<file path="src/rtl/store_buffer_unit_if.sv">
// store_buffer_unit_if: store request, memory drain and load-hazard signals of the store buffer
interface store_buffer_unit_if;
  logic        st_valid;
  logic        st_ready;
  logic [1:0]  st_op;
  logic [31:0] st_addr;
  logic [31:0] st_data;
  logic        st_err;
  logic [31:0] err_addr;
  logic        dm_req;
  logic [31:0] dm_addr;
  logic [3:0]  dm_be;
  logic [31:0] dm_wdata;
  logic        dm_ack;
  logic [31:0] ld_addr;
  logic        ld_hit;
  logic        idle;
  modport master (
    output st_valid, st_op, st_addr, st_data, dm_ack, ld_addr,
    input  st_ready, st_err, err_addr, dm_req, dm_addr, dm_be, dm_wdata, ld_hit, idle
  );
  modport slave (
    input  st_valid, st_op, st_addr, st_data, dm_ack, ld_addr,
    output st_ready, st_err, err_addr, dm_req, dm_addr, dm_be, dm_wdata, ld_hit, idle
  );
endinterface

</file>
<file path="src/rtl/store_buffer_unit.sv">
// store_buffer_unit: aligns sw/sh/sb into lane-enabled words, queues them in order and drains to memory
module store_buffer_unit #(
  parameter int DEPTH = 4,
  parameter int CW    = 3
) (
  input logic clk,
  input logic reset_n,
  store_buffer_unit_if.slave sb
);
  localparam int AW = $clog2(DEPTH);
  typedef enum logic {IDLE, REQ} state_t;
  state_t      state;
  logic [CW-1:0] count, cnt_nxt;
  logic [AW-1:0] rd, wr;
  logic [DEPTH-1:0] vld, hit;
  logic [29:0] ea [DEPTH];
  logic [3:0]  eb [DEPTH];
  logic [31:0] ed [DEPTH];
  logic [1:0]  a;
  logic        accept, legal, push, pop, err;
  logic [3:0]  be;
  logic [31:0] wd, err_addr;
  logic        unused_ld;
  assign a        = sb.st_addr[1:0];
  assign sb.st_ready = reset_n & (count != CW'(DEPTH));
  assign accept   = sb.st_valid & sb.st_ready;
  assign legal    = (sb.st_op == 2'b00) ? (a == 2'b00) : (sb.st_op == 2'b01) ? ~a[0] : (sb.st_op == 2'b10);
  assign push     = accept & legal;
  assign pop      = (state == REQ) & sb.dm_ack;
  assign cnt_nxt  = count + CW'(push) - CW'(pop);
  assign be       = (sb.st_op == 2'b00) ? 4'b1111 : (sb.st_op == 2'b01) ? 4'b0011 << {a[1], 1'b0} : 4'b0001 << a;
  assign wd       = (sb.st_op == 2'b00) ? sb.st_data :
                    (sb.st_op == 2'b01) ? {16'b0, sb.st_data[15:0]} << {a[1], 4'b0} :
                                          {24'b0, sb.st_data[7:0]} << {a, 3'b0};
  assign sb.dm_req   = (state == REQ);
  assign sb.dm_addr  = {ea[rd], 2'b00};
  assign sb.dm_be    = eb[rd];
  assign sb.dm_wdata = ed[rd];
  assign sb.idle     = (count == '0) & (state == IDLE);
  assign sb.st_err   = err;
  assign sb.err_addr = err_addr;
  assign sb.ld_hit   = |hit;
  assign unused_ld   = ^sb.ld_addr[1:0];
  // word-address match of the load against every queued entry, head included
  always_comb begin
    hit = '0;
    for (int i = 0; i < DEPTH; i++) hit[i] = vld[i] & (ea[i] == sb.ld_addr[31:2]);
  end
  // occupancy, pointers, drain state and the rejected-store report
  always_ff @(posedge clk) begin
    if (!reset_n) begin
      state    <= IDLE;
      count    <= '0;
      rd       <= '0;
      wr       <= '0;
      vld      <= '0;
      err      <= 1'b0;
      err_addr <= '0;
    end else begin
      count <= cnt_nxt;
      if (pop) rd <= rd + 1'b1;
      if (push) wr <= wr + 1'b1;
      if (pop) vld[rd] <= 1'b0;
      if (push) vld[wr] <= 1'b1;
      err <= accept & ~legal;
      if (accept & ~legal) err_addr <= sb.st_addr;
      state <= (state == IDLE) ? ((count != '0) ? REQ : IDLE) : ((pop & (cnt_nxt == '0)) ? IDLE : REQ);
    end
  end
  // entry payload is only meaningful while its valid bit is set, so it needs no reset
  always_ff @(posedge clk) begin
    if (push) begin
      ea[wr] <= sb.st_addr[31:2];
      eb[wr] <= be;
      ed[wr] <= wd;
    end
  end
endmodule

</file>
<file path="src/flat_wrapper.sv">
// flat-port wrapper written by rule: the top's interface ports become plain ports
module store_buffer_unit_flat 
#(
  parameter int DEPTH = 4,
  parameter int CW    = 3
)
  (clk, reset_n, sb_st_valid, sb_st_op, sb_st_addr, sb_st_data, sb_dm_ack, sb_ld_addr, sb_st_ready, sb_st_err, sb_err_addr, sb_dm_req, sb_dm_addr, sb_dm_be, sb_dm_wdata, sb_ld_hit, sb_idle);
  store_buffer_unit_if sb_i ();
  input logic clk;
  input logic reset_n;
  input wire logic [$bits(sb_i.st_valid)-1:0] sb_st_valid;
  input wire logic [$bits(sb_i.st_op)-1:0] sb_st_op;
  input wire logic [$bits(sb_i.st_addr)-1:0] sb_st_addr;
  input wire logic [$bits(sb_i.st_data)-1:0] sb_st_data;
  input wire logic [$bits(sb_i.dm_ack)-1:0] sb_dm_ack;
  input wire logic [$bits(sb_i.ld_addr)-1:0] sb_ld_addr;
  output wire logic [$bits(sb_i.st_ready)-1:0] sb_st_ready;
  output wire logic [$bits(sb_i.st_err)-1:0] sb_st_err;
  output wire logic [$bits(sb_i.err_addr)-1:0] sb_err_addr;
  output wire logic [$bits(sb_i.dm_req)-1:0] sb_dm_req;
  output wire logic [$bits(sb_i.dm_addr)-1:0] sb_dm_addr;
  output wire logic [$bits(sb_i.dm_be)-1:0] sb_dm_be;
  output wire logic [$bits(sb_i.dm_wdata)-1:0] sb_dm_wdata;
  output wire logic [$bits(sb_i.ld_hit)-1:0] sb_ld_hit;
  output wire logic [$bits(sb_i.idle)-1:0] sb_idle;
  assign sb_i.st_valid = sb_st_valid;
  assign sb_i.st_op = sb_st_op;
  assign sb_i.st_addr = sb_st_addr;
  assign sb_i.st_data = sb_st_data;
  assign sb_i.dm_ack = sb_dm_ack;
  assign sb_i.ld_addr = sb_ld_addr;
  assign sb_st_ready = sb_i.st_ready;
  assign sb_st_err = sb_i.st_err;
  assign sb_err_addr = sb_i.err_addr;
  assign sb_dm_req = sb_i.dm_req;
  assign sb_dm_addr = sb_i.dm_addr;
  assign sb_dm_be = sb_i.dm_be;
  assign sb_dm_wdata = sb_i.dm_wdata;
  assign sb_ld_hit = sb_i.ld_hit;
  assign sb_idle = sb_i.idle;
  store_buffer_unit #(.DEPTH(DEPTH), .CW(CW)) u_core (.clk(clk), .reset_n(reset_n), .sb(sb_i));
endmodule
</file>
<file path="config.mk">
export PLATFORM = sky130hd
export DESIGN_NAME = store_buffer_unit_flat
export DESIGN_NICKNAME = d
export VERILOG_FILES = /design/src/rtl/store_buffer_unit_if.sv /design/src/rtl/store_buffer_unit.sv /design/src/flat_wrapper.sv
export SDC_FILE = /design/constraint.sdc
export NUM_CORES = 1
export LEC_CHECK = 0
export CAP_MARGIN = 20
export CORE_UTILIZATION = 30
export DETAILED_ROUTE_END_ITERATION = 8
export MAX_ROUTING_LAYER = met4
export PLACE_DENSITY_LB_ADDON = 0.08
export SYNTH_ARGS = -nofsm -noshare
export SYNTH_HDL_FRONTEND = slang
export SYNTH_SLANG_ARGS = --single-unit
</file>
<file path="constraint.sdc">
create_clock -name clk -period 4.2 [get_ports clk]
set_input_delay 1.26 -clock clk [delete_from_list [all_inputs] [get_ports clk]]
set_output_delay 1.26 -clock clk [all_outputs]
set_load 0.03 [all_outputs]
</file>
# After elaboration in Yosys (flattened, before gate mapping)
# Memories as Yosys holds them, arrays and structs flattened. A register that Yosys moved wholly into a read port is not among the register bits.
# Cells that the tools add are included.
# totals
regBits	45
input_bits	102
n_memories	3
mem_bits_rw	264
# classes
n_bitwise	17
muxes	24
eq_ne	7
n_addsub	4
magnitude_cmp	4
shift	4
reduce_logical	8
# memory_table
memory	words	word_bits	rd	rd_clocked_by_memory_dff	wr	line_no	text
u_core.ed	4	32	1	1	1	store_buffer_unit.sv:18	logic [31:0] ed [DEPTH];
u_core.ea	4	30	5	1	1	store_buffer_unit.sv:16	logic [29:0] ea [DEPTH];
u_core.eb	4	4	1	1	1	store_buffer_unit.sv:17	logic [3:0] eb [DEPTH];
# op_table
operator	count
$eq A30 B30 Y1	4
$mux W32	2
$shl A16 B5 Y32	1
$shl A8 B5 Y32	1
$mux W4	5
$mux W2	6
$and A1 B1 Y1	11
$mux W1	9
$logic_not A3 Y1	2
$lt A2 B3 Y1 const B	2
$add A2 B1 Y2 const B	2
$and A4 B4 Y4	1
$demux W1 S2	2
$ge A2 B1 Y1 const B	2
$logic_not A2 Y1	2
$not A4 Y4	1
$or A4 B4 Y4	1
$reduce_or A4 Y1	1
$shl A1 B2 Y4 const A	1
$shl A2 B2 Y4 const A	1
$add A3 B1 Y3	1
$ne A3 B3 Y1 const B	1
$not A1 Y1	3
$reduce_bool A3 Y1	1
4 further kinds	5

# Longest topological paths before layout
# logic_depth
word_depth	10
depth_mapped	11

# Worst setup path after synthesis
# Ideal clock, no wire load.
# synth_timing
path_type	input -> register
startpoint	input sb_st_op[0]
endpoint	memory u_core.ea[2][0] (enable)
arrival_ns	3.466
stages	5
slack_ns	0.302
setup_ns	0.432
n_path_buf	1
cell_sequence	and2b_1 o31ai_2 nor2b_1 buf_4 and2_1
# synth_via
elab_chain_len	6
word_cells_on_any_way	8
# synth_rtl
element	line_no	text
start: declaration	flat_wrapper.sv:12	input wire logic [$bits(sb_i.st_op)-1:0] sb_st_op;
$eq A2 B2 Y1 or $eq A2 B1 Y1 (tied branches)	store_buffer_unit.sv:27	assign legal = (sb.st_op == 2'b00) ? (a == 2'b00) : (sb.st_op == 2'b01) ? ~a[0] : (sb.st_op == 2'b10);
$mux W1	store_buffer_unit.sv:27	
$mux W1 (*)	store_buffer_unit.sv:27	
$and A1 B1 Y1 (*)	store_buffer_unit.sv:28	assign push = accept & legal;
$mux W1 (*)	store_buffer_unit.sv:72	if (push) begin
$mux W1 (not written as such) (*)	store_buffer_unit.sv:73	ea[wr] <= sb.st_addr[31:2];
end: declaration	store_buffer_unit.sv:16	
# Mark *: on every way between the ends. The rest lies on a longest branch, timed or not.

# Final worst setup path
# layout_timing
startpoint	input sb_ld_addr[22]
endpoint	output sb_ld_hit
# layout_via
elab_chain_len	3
word_cells_on_any_way	9
# layout_rtl
element	line_no	text
start: declaration	flat_wrapper.sv:16	input wire logic [$bits(sb_i.ld_addr)-1:0] sb_ld_addr;
$eq A30 B30 Y1	store_buffer_unit.sv:47	for (int i = 0; i < DEPTH; i++) hit[i] = vld[i] & (ea[i] == sb.ld_addr[31:2]);
$and A1 B1 Y1	store_buffer_unit.sv:47	
$reduce_or A4 Y1 (*)	store_buffer_unit.sv:42	assign sb.ld_hit = |hit;
end: declaration	flat_wrapper.sv:24	output wire logic [$bits(sb_i.ld_hit)-1:0] sb_ld_hit;
# Marked as above.

==> reports/qor_table.md <==
| Metric | Value | Unit |
|---|---|---|
| Cell Pwr Density | 457.9 | nW/um^2 |
| Net count reported at finish | 1229 | - |
| CTS Buffer Depth | 3 | - |
| Placed cell count | 1668 | - |
| Clock buffer count from CTS | 38 | - |
| Buffers inserted during post-CTS setup optimization | 0 | - |
| Pin count of the biggest net entering global routing | 37 | - |
| Height of the die | 214.3 | um |
| Initial Util | 30.52 | % |
| Later-pin clock latency in the skew report | 0.55 | ns |
| Synth Warn # | 0 | - |
| Post-Route Setup TNS | 0 | ns |
| Weighted congestion reported at the end of routability-driven placement | 0.8275 | - |
| P&R area growth vs syn | 34.70 | % |
| Distinct cell type count of the synthesized netlist | 43 | - |
| HPWL after DPL | 27880 | um |
| Number of setup violations in the final report | 0 | - |
| Via count | 7983 | - |
| Routed wire length per instance | 22.47 | um |
| Placement row count | 77 | - |
| Width of the die | 214.3 | um |
| Final clock skew | 0.02427 | ns |
| Worst-path maximum fanout | 4 | - |
| Startpoint of the worst hold path | u_core.sb.err_addr[17] | - |
| Number of global-route vias before repair | 8508 | - |
| Root Buffer | sky130_fd_sc_hd__clkbuf_16 | - |
| Pleak | 6.071 | nW |
| Achievable Freq | 242.9 | MHz |
| Combined global-route utilization of all metal layers | 17.65 | % |
| Syn Std Cell Area | 13530 | sq um |
| Most used cells in the layout excluding fill and tap cells | sky130_fd_sc_hd__edfxtp_1 (264), sky130_fd_sc_hd__clkdlybuf4s50_1 (170), sky130_fd_sc_hd__buf_4 (80), sky130_fd_sc_hd__nand2_1 (78), sky130_fd_sc_hd__xnor2_1 (72) | - |
| Clock sink total | 311 | - |
| Startpoint Class | input pin | - |
| Actual slew at the worst max-slew pin | 0.6075 | ns |
| Vias per cell | 4.596 | - |
| Core Util, Final | 41.11 | % |
| Crit Reg-Reg Startpoint | u_core.sb.dm_req | - |
| Most frequent standard cell in the layout excluding fill and tap cells | sky130_fd_sc_hd__edfxtp_1 | - |
| Avg Inst Size Synth | 16.22 | sq um |
| Proportion of synthesized flip-flops having asynchronous set or reset | 0 | % |
| Worst Path Required | 2.94 | ns |
| Number of levels the H-tree was split into | 2 | - |
| Post-synthesis register bit count | 311 | - |
| Max-cap violation count | 0 | - |
| Core Footprint | 44320 | sq um |
| Detailed Routing Iterations Pass 1 | 4 | - |
| Final non-filler cell total | 1737 | - |
| Overflow left after global routing | 0 | - |
| Max transition margin | 59.46 | % |
| Port Buffer Count | 202 | - |
| Fin crit share | 98.01 | % |
| Status | finished clean | - |
| Post-synth EDFFs | 264 | - |
| Arrival time reported for the critical path endpoint | 2.86 | ns |
| Setup repair after global routing missed its margin | no | - |
| Number of antenna violations at the first check in global routing | 1 | - |
| Wire length of the first global-routing pass | 56970 | um |
| Synth Instances | 834 | - |
| Wirelength, routed | 39030 | um |
| Layout fillers | 4111 | - |
| Worst IR Drop VDD | 0.2616 | mV |
| Final-report hold violation count | 0 | - |
| Share of final-layout standard cells stronger than drive strength 1 | 25.17 | % |
| Crit path time final | 4.116 | ns |
| Area of the die | 45940 | sq um |
| CTS tree | yes | - |
| Worst min-delay path category | reg -> reg | - |
| Number of nets still failing antenna checks after routing | 0 | - |
| # IOs | 207 | - |
| Crit path launch | sb_ld_addr[22] | - |
| DRC violation count after routing | 0 | - |
| Type of the worst setup path | in -> out | - |
| Share of the yosys chip area belonging to registers | 65.56 | % |
| DRT iter0 DRCs | 468 | - |
| Most used flip-flop cell after synthesis | sky130_fd_sc_hd__edfxtp_1 | - |
| Number of max-slew violations in the final report | 0 | - |
| Crit end category | output pin | - |
| Clock edge transition at the registers on the reported setup and hold paths | 0.06 | ns |
-- routing by layer --
| layer | vias up | track usage, % | part of all wire (%) |
|---|---|---|---|
| met2 | 197 | 29.19 | 50 |
| li1 | 3716 | - | - |
| met1 | 4014 | 21.56 | 42 |
| met3 | 56 | 4.156 | 5.7 |
| met5 | - | - | 0 |
| met4 | 0 | 4.857 | 2.1 |
-- power breakdown --
part	internal, W	switching, W
combinational	0.000787	0.000884
clock	0.00188	0.00127
sequential	0.00344	0.0000823
total	0.00611	0.00223
-- Yosys cell counts (all sizes together) (8+ instances only) --
master	instances	area share [%]
and2	11	0.51
clkbuf	27	0.75
nand2	88	2.6
a22o	8	0.52
ha	10	0.92
xnor2	80	5.2
dfxtp	47	7.0
xor2	44	2.8
nor4	17	0.79
inv	10	0.31
a22oi	8	0.44
nor2b	22	1.0
a31oi	8	0.37
mux4	66	11
o21ai	8	0.30
buf	28	1.4
nand4	25	1.2
edfxtp	264	59
a21boi	36	2.8
-- sequential cells by signal, indices dropped and copies added, names as in the netlist, named ones only --
name and flops:
u_core.ea 120, u_core.eb 16, u_core.rd 2, u_core.vld 4, u_core.sb.st_err 1, u_core.count 3
u_core.wr 2, u_core.sb.dm_req 1, u_core.ed 128, u_core.sb.err_addr 32
-- final timing paths --
| kind | slack (ns) | cells after the start | to |
|---|---|---|---|
| worst min-delay path | 0.45 | 2 | u_core.sb.err_addr[17] |
| worst max-delay path | 0.08 | 8 | sb_ld_hit |
| worst min register to register | 0.45 | 2 | u_core.sb.err_addr[17] |
| worst max register to register | 1.97 | 11 | u_core.sb.dm_req |
-- cell type report --
class                      count  area [sq um]  area share, %
antenna                        1         2.502        0.01373
clock buffer                  45         998.5          5.480
clock inverter                23         187.7          1.030
inverter                      10         42.54         0.2335
multi-input combinational    459          4469          24.53
sequential                   311          8876          48.72
tap                          592         740.7          4.065
timing repair buffer         296          2903          15.93
-- logic make-up (layout without fill, tap and decap cells) --
family                     after synthesis  in the layout  share of synthesized area, %
DFF                                    311            311                         65.56
muxes                                   68             68                         11.14
buffers and inverters                   65            374                         2.507
adders and majority gates               11             11                         1.073
AOI/OAI and AO/OA                       78             78                         5.032
other                                    1              3                       0.02772
xor gates and xnor gates               124            124                         8.029
and+or+nand+nor                        176            176                         6.632
-- per-stage QoR --
| stage | total power (W) | hold WS, ns | setup WS, ns | instance area (sq um) |
|---|---|---|---|---|
| final | 0.008342 | 0.4540 | 0.08366 | 18220 |
| after global routing | 0.008690 | 0.4663 | 0.002658 | 18220 |
| after CTS | 0.008490 | 0.4583 | 0.01489 | 18150 |
| after detailed placement | 0.005305 | 0.4499 | -0.1902 | 16900 |
| after global placement | 0.005305 | 0.4459 | -0.2296 | 16900 |
| after floorplan | 0.004539 | 0.5277 | 0.3017 | 13530 |
-- what timing repair did --
| item | 4_1_cts | 5_1_grt |
|---|---|---|
| endpoints found under the setup margin | 1 | 1 |
| hold buffers | 0 | 0 |
| pin swaps | 4 | 11 |
| resized for setup | 33 | 21 |
-- critical path: stages --
cell and delay [ns]:
sky130_fd_sc_hd__dlygate4sd2_1 0.34, sky130_fd_sc_hd__xnor2_2 0.15, sky130_fd_sc_hd__nand4_1 0.19, sky130_fd_sc_hd__nor4_2 0.32, sky130_fd_sc_hd__buf_4 0.16, sky130_fd_sc_hd__nand4_1 0.09, sky130_fd_sc_hd__nand4_1 0.18, sky130_fd_sc_hd__buf_6 0.16
(Power assumes the default switching activity.)
